===== src/rtl/dmem_arbiter.sv =====
// Round-robin arbiter sharing one single-ported data RAM between two bus masters.
// Latency: gnt 1 cycle after req is sampled, read data 2 cycles; occupancy 2 (write) / 3 (read).
// Backpressure: req held until gnt; requests are only sampled in IDLE, so they wait out ACCESS/RESP.
module dmem_arbiter #(
  parameter int ADDR_SIZE = 32,
  parameter int RAM_DEPTH = 1024,
  localparam int AW = $clog2(RAM_DEPTH)
) (
  input  logic                 CLK,
  input  logic                 RESET,
  input  logic                 m0_req,
  input  logic                 m0_d_rw,
  input  logic [ADDR_SIZE-1:0] m0_daddr,
  input  logic [ADDR_SIZE-1:0] m0_ddata_w,
  output logic                 m0_gnt,
  output logic                 m0_rvalid,
  output logic                 m0_err,
  input  logic                 m1_req,
  input  logic                 m1_d_rw,
  input  logic [ADDR_SIZE-1:0] m1_daddr,
  input  logic [ADDR_SIZE-1:0] m1_ddata_w,
  output logic                 m1_gnt,
  output logic                 m1_rvalid,
  output logic                 m1_err,
  output logic [ADDR_SIZE-1:0] ddata_r,
  output logic [AW-1:0]        ram_address,
  output logic [ADDR_SIZE-1:0] ram_data,
  output logic                 ram_wren,
  output logic                 ram_wread,
  input  logic [ADDR_SIZE-1:0] ram_q
);

  typedef enum logic [1:0] {IDLE, ACCESS, RESP} state_t;

  state_t               state;
  logic                 last_grant;
  logic                 cmd_id;
  logic                 cmd_rw;
  logic                 cmd_ok;
  logic [AW-1:0]        cmd_word;
  logic [ADDR_SIZE-1:0] cmd_wdata;
  logic [1:0]           gnt_q;
  logic [1:0]           err_q;
  logic [1:0]           rvalid_q;
  logic                 wren_q;
  logic                 wread_q;

  logic                 win;
  logic                 win_rw;
  logic                 win_ok;
  logic [ADDR_SIZE-1:0] win_addr;
  logic [ADDR_SIZE-1:0] win_wdata;

  // On a tie the master that did not win last time goes next.
  always_comb begin
    win       = (m0_req && m1_req) ? ~last_grant : m1_req;
    win_rw    = win ? m1_d_rw    : m0_d_rw;
    win_addr  = win ? m1_daddr   : m0_daddr;
    win_wdata = win ? m1_ddata_w : m0_ddata_w;
    win_ok    = (win_addr[ADDR_SIZE-1:AW+2] == '0) && (win_addr[1:0] == 2'b00);
  end

  always_ff @(posedge CLK) begin
    if (RESET) begin
      state      <= IDLE;
      last_grant <= 1'b1;
      cmd_id     <= 1'b0;
      cmd_rw     <= 1'b0;
      cmd_ok     <= 1'b0;
      cmd_word   <= '0;
      cmd_wdata  <= '0;
      gnt_q      <= '0;
      err_q      <= '0;
      rvalid_q   <= '0;
      wren_q     <= 1'b0;
      wread_q    <= 1'b0;
    end else begin
      gnt_q    <= '0;
      err_q    <= '0;
      rvalid_q <= '0;
      wren_q   <= 1'b0;
      wread_q  <= 1'b0;
      case (state)
        IDLE: begin
          if (m0_req || m1_req) begin
            cmd_id        <= win;
            cmd_rw        <= win_rw;
            cmd_ok        <= win_ok;
            cmd_word      <= win_addr[AW+1:2];
            cmd_wdata     <= win_wdata;
            last_grant    <= win;
            gnt_q[win]    <= 1'b1;
            err_q[win]    <= ~win_ok;
            wren_q        <= win_ok & ~win_rw;
            wread_q       <= win_ok & win_rw;
            state         <= ACCESS;
          end
        end
        ACCESS: begin
          // Rejected reads still get a response cycle so the master is never left waiting.
          if (cmd_rw) begin
            rvalid_q[cmd_id] <= 1'b1;
            state            <= RESP;
          end else begin
            state <= IDLE;
          end
        end
        RESP:    state <= IDLE;
        default: state <= IDLE;
      endcase
    end
  end

  assign m0_gnt      = gnt_q[0];
  assign m1_gnt      = gnt_q[1];
  assign m0_err      = err_q[0];
  assign m1_err      = err_q[1];
  assign m0_rvalid   = rvalid_q[0];
  assign m1_rvalid   = rvalid_q[1];
  assign ram_address = cmd_word;
  assign ram_data    = cmd_wdata;
  // Enables are masked by reset so a reset landing on ACCESS cannot corrupt RAM.
  assign ram_wren    = wren_q & ~RESET;
  assign ram_wread   = wread_q & ~RESET;
  assign ddata_r     = (state == RESP && cmd_ok) ? ram_q : '0;

endmodule


===== config.mk =====
export PLATFORM = sky130hd
export DESIGN_NAME = dmem_arbiter
export DESIGN_NICKNAME = d
export VERILOG_FILES = /design/src/rtl/dmem_arbiter.sv
export SDC_FILE = /design/constraint.sdc
export NUM_CORES = 1
export LEC_CHECK = 0
export ABC_AREA = 1
export CAP_MARGIN = 0
export CORE_AREA = 3 3 96 98
export CTS_CLUSTER_DIAMETER = 40
export DETAILED_ROUTE_END_ITERATION = 8
export DIE_AREA = 0 0 99 101
export GPL_TIMING_DRIVEN = 0
export PLACE_DENSITY_LB_ADDON = 0.3
export SYNTH_ARGS = -nofsm -noshare
export SYNTH_HDL_FRONTEND = slang
export SYNTH_SLANG_ARGS = --single-unit

===== constraint.sdc =====
create_clock -name CLK -period 3.1 [get_ports CLK]
set_input_delay 0.31 -clock CLK [delete_from_list [all_inputs] [get_ports CLK]]
set_output_delay 0.31 -clock CLK [all_outputs]
set_load 0.1 [all_outputs]

-- Yosys cells after proc, flatten, opt, wreduce, memory -nomap -nowiden
Cells that the tools add are included.
- muxes and demuxes: 12
- bitwise gates (word level): 13
- $lt $le $gt $ge: 4
- equal/unequal tests: 3
- reductions and logical operators: 12
- operators with widths (operator ; number):
    $mux 32 ; 3
    $logic_not 20->1 ; 1
    $not 1->1 ; 8
    $reduce_or 3->1 ; 2
    $logic_and 1x1->1 ; 5
    $and 1x1->1 ; 4
    $logic_not 2->1 ; 2
    $lt 1x2->1 const B ; 2
    $mux 1 ; 4
    $mux 2 ; 2
    $pmux 2 s2 ; 1
    $and 2x2->2 ; 1
    $demux 1 s1 ; 2
    $eq 2x1->1 const B ; 1
    $eq 2x2->1 const B ; 1
    $ge 1x1->1 const B ; 2
    $ne 2x2->1 const B ; 1
    $reduce_and 2->1 ; 1
    $logic_or 1x1->1 ; 1
- output and inout port bits: 82
- input bits: 166
- register bits after elaboration: 56
- logic and storage cells: 56

-- Logic depth before layout (Yosys ltp)
- depth in word-level cells: 7
- depth in mapped cells: 8
- gate-level depth less buffers: 8

-- Least setup slack after synthesis
Ideal clock, no wire load.
- kind: register to output
- from: register state[0]
- to: output port ddata_r[0]
- slack: 0.836 ns
- arrival time: 1.954 ns
- required time: 2.790 ns
- stages on the path, launching flop included: 5
- buffers on the path: 1
- cells stage by stage: dfxtp_1 > inv_1 > nand3_1 > clkbuf_1 > nor2_1
- longest elaborated chain between the ends: 3
- ends and longest elaborated chain (what ; line ; RTL):
    start, declared ; 35 ; state_t state;
    start signal, assigned ; 65 ; state <= IDLE;
    start signal, assigned ; 96 ; state <= ACCESS;
    start signal, assigned ; 103 ; state <= RESP;
    $eq 2x2->1 ; 125 ; assign ddata_r = (state == RESP && cmd_ok) ? ram_q : '0;
    $logic_and 1x1->1 ; 125 ;
    $mux 32 ; 125 ;
    end, declared ; 25 ; output logic [ADDR_SIZE-1:0] ddata_r,
Every way passes these cells.

-- Worst setup path in the final report
- from: register state[1]
- to: output port ddata_r[30]
The elaborated chain is that of the path after synthesis.

==> results.md <==
- Endpoints failing hold: 0
- Remaining DRCs: 0
- RSZ-0062 raised after global routing: false
- Setup bufs post-CTS: 0
- Largest family of logic cells by synthesized area: simple AND/OR/NAND/NOR gates
- Synth Cell Area: 0.002516 mm2
- Vias in the first global route: 3095
- Worst EP arrival: 2.39 ns
- Placeable Area: 0.008551 mm2
- Achievable frequency: 370.5 MHz
- Final Skew: about 0.012 ns
- Post-Route WL: 9.732 mm
- Routed wire per std cell: ~13 um
- Sequential power share: 0.384
- DP Wirelength: 8.178 mm
- Diodes inserted: 0
- Hold Path Depth: 1
- Status: finished clean
- IO buf count: roughly 250
- Synth Area in Simple Gates: 0.3938
- Initial core utilization: 0.2943
- Synth area leaders: dfxtp_1 (45%), nand2_1 (17%), nor2_1 (13%)
- Synth Area in XOR/XNOR: 0
- Least-Margin Pin Slew: 1.011 ns
- Most common cell in the netlist: nand2_1
- Setup CP Type: register to output pin
- TritonCTS clock tree: done
- Synth Area in Adders: 0
- Seq/Total Area, Yosys: 0.4455
- Share of flip-flops with an asynchronous set or reset: 0
- Max VDD drop: 0.2463 mV
- Primary FF master, synth: dfxtp_1
- Post-Syn Instances: ~390
- Die height: 101 um
- Core Util, Final: 0.6087
- Synth warn: 0
- Synth top area share: 0.4455
- Via count: roughly 3.2k
- Worst r2r src: state[1]$_SDFFE_PP0P_
- Inserted Clock Buffers: 5
- Global-route wire length before repair: 15.05 mm
- Min-delay src: cmd_id$_SDFFE_PP0P_
- Largest net degree at the start of global routing: 17
- Die width: 99 um
- GRT Overall Usage: 0.1857
- Synth Area in Compound Gates: 0.05818
- Max-slew headroom: 0.3240
- Worst R2R Setup Slack: 1.74 ns
- DR pass1 iterations: 4
- Net Switching: 0.8572 mW
- Clock Path Buffers: 2
- Share of cells above drive strength 1: 0.04680
- Hold path endpoint: rvalid_q[0]$_SDFF_PP0_
- Post-synth EDFFs: 0
- Synth cell types: 17
- Critical Path Source Type: register
- Clock Tree Root: clkbuf_8
- Initial antenna violation count: 0
- Setup crit end kind: output pin
- Worst-path clk slew: 0.09 ns
- Rows: 34
- Max-Cap Viols: 0
- Reg2reg path depth: 7
- Net count after synthesis: 553
- Syn_area_per_cell: roughly 6.5 um2
- Power per Cell Area: 408.2 mW/mm2
- Final period util: 0.8706
- Syn-to-layout area delta: 106.9%
- Final Max Slew Viols: 0
- Post-layout min period: ~2.7 ns
- H-tree levels: 2
- Mux cell area share after synthesis: 0
- Grt ovf: 0
- Boundary Pins: between 200 and 250
- Synth top cells by count: nand2_1 (113), nor2_1 (84), dfxtp_1 (56), inv_1 (42), nand3_1 (34)
- Fin nets: 807
- Switching Share: 0.4034
- Clock latency at the later pin of the worst-skew pair: 0.30 ns
- Final-layout fill cell count: about 770
- Die area: ~0.01 mm2
- Crit Path Max Fanout: 10
- P_int: 1.268 mW
- DRT iter0 DRCs: 58
- Reg2Reg Capture Point: ram_address[8]$_SDFFE_PP0P_
- Drt via density: approximately 4.3
- Cts hold-fix bufs: 0
- Setup Viol. Count Final: 0
- CTS resizes: 0
- Logic gate share of total power: 0.433
- Data required time of the critical path: 2.79 ns
- Lkg Pwr: 2.204 nW
- Setup TNS: 0 ns
- GP Congestion: roughly 0.84
- Largest area contributor in the netlist: dfxtp_1
- Share of total power in the clock network: 0.183
- FF+latch count, synth: 56
- Type of the worst min-delay path: register to register
- # clock sinks: 56
- Final ANT Viol Nets: 0
critical path: stages (launching register included):
cell,delay (ns)
dfxtp_1,0.37
nand3_1,0.16
clkbuf_1,0.26
nor2_1,0.16
clkdlybuf4s50_1,1.14
metal layers:
| metal | GRT usage | wire length (um) | vias up |
|---|---|---|---|
| li1 | - | - | 1676 |
| met2 | 0.3492 | 5096 | 140 |
| met5 | 0 | 0 | - |
| met1 | 0.2098 | 3747 | 1392 |
| met3 | 0.03945 | 720 | 12 |
| met4 | 0.05357 | 167 | 0 |
worst max path at each step:
stage | slack [ns] | cells past startpoint | startpoint | to
after floorplan | 0.84 | 4 | state[0]$_SDFFE_PP0P_ | ddata_r[0]
after global placement | 0.67 | 3 | RESET | ram_wren
after detailed placement | 0.66 | 3 | RESET | ram_wread
after CTS | 0.38 | 4 | state[1]$_SDFFE_PP0P_ | ddata_r[30]
after global routing | 0.21 | 5 | state[0]$_SDFFE_PP0P_ | ddata_r[24]
final | 0.40 | 4 | state[1]$_SDFFE_PP0P_ | ddata_r[30]
through the flow:
step	total power, mW	cells	hold slack (ns)	setup WS, ns	area, um2
2_1_floorplan	1.388	387	0.3907	0.8360	2516
3_3_place_gp	1.748	742	0.3969	0.6740	5124
3_5_place_dp	1.756	742	0.4079	0.6577	5124
4_1_cts	2.143	749	0.4210	0.3763	5205
5_1_grt	2.214	749	0.4236	0.2077	5205
6_report	2.125	749	0.4169	0.4013	5205
flip-flops by register name, indices dropped and copies added (netlist names):
name,count
wren_q,1
cmd_rw,1
err_q,2
ram_address,10
cmd_id,1
ram_data,32
state,2
wread_q,1
rvalid_q,2
cmd_ok,1
gnt_q,2
last_grant,1
power groups by stage:
stage | Clock (mW) | Combinational [mW] | Sequential (mW)
after floorplan | 0 | 0.126 | 1.26
after global placement | 0 | 0.920 | 0.829
after detailed placement | 0 | 0.924 | 0.832
after CTS | 0.400 | 0.927 | 0.816
after global routing | 0.426 | 0.965 | 0.823
final | 0.389 | 0.920 | 0.816
cell usage in the layout (no fill, tap or decap), types with 5 or more instances in the layout:
master / count
buf_2: 8
o21ai_0: 20
inv_1: 42
nand3_1: 34
nor2_1: 84
dfxtp_1: 56
nand2_1: 113
clkbuf_8: 5
clkdlybuf4s50_1: 247
o21ai_1: 8
cell families after synthesis:
kind of cell           after synthesis
flip-flops                          56
AO/OA/AOI/OAI                       29
AND/OR/NAND/NOR                    240
buffers and inverters               62
layout make-up:
class | count | area (um2) | share of cell area
Buffer | 16 | 85.08 | 0.01635
Clock buffer | 5 | 68.82 | 0.01322
Clock inverter | 2 | 12.51 | 0.002404
Inverter | 46 | 172.7 | 0.03317
Multi-Input combinational cell | 269 | 1137 | 0.2185
Sequential cell | 56 | 1121 | 0.2154
Tap cell | 108 | 135.1 | 0.02596
Timing Repair Buffer | 247 | 2472 | 0.4750
Note: power is estimated with default switching activity, not from simulation.
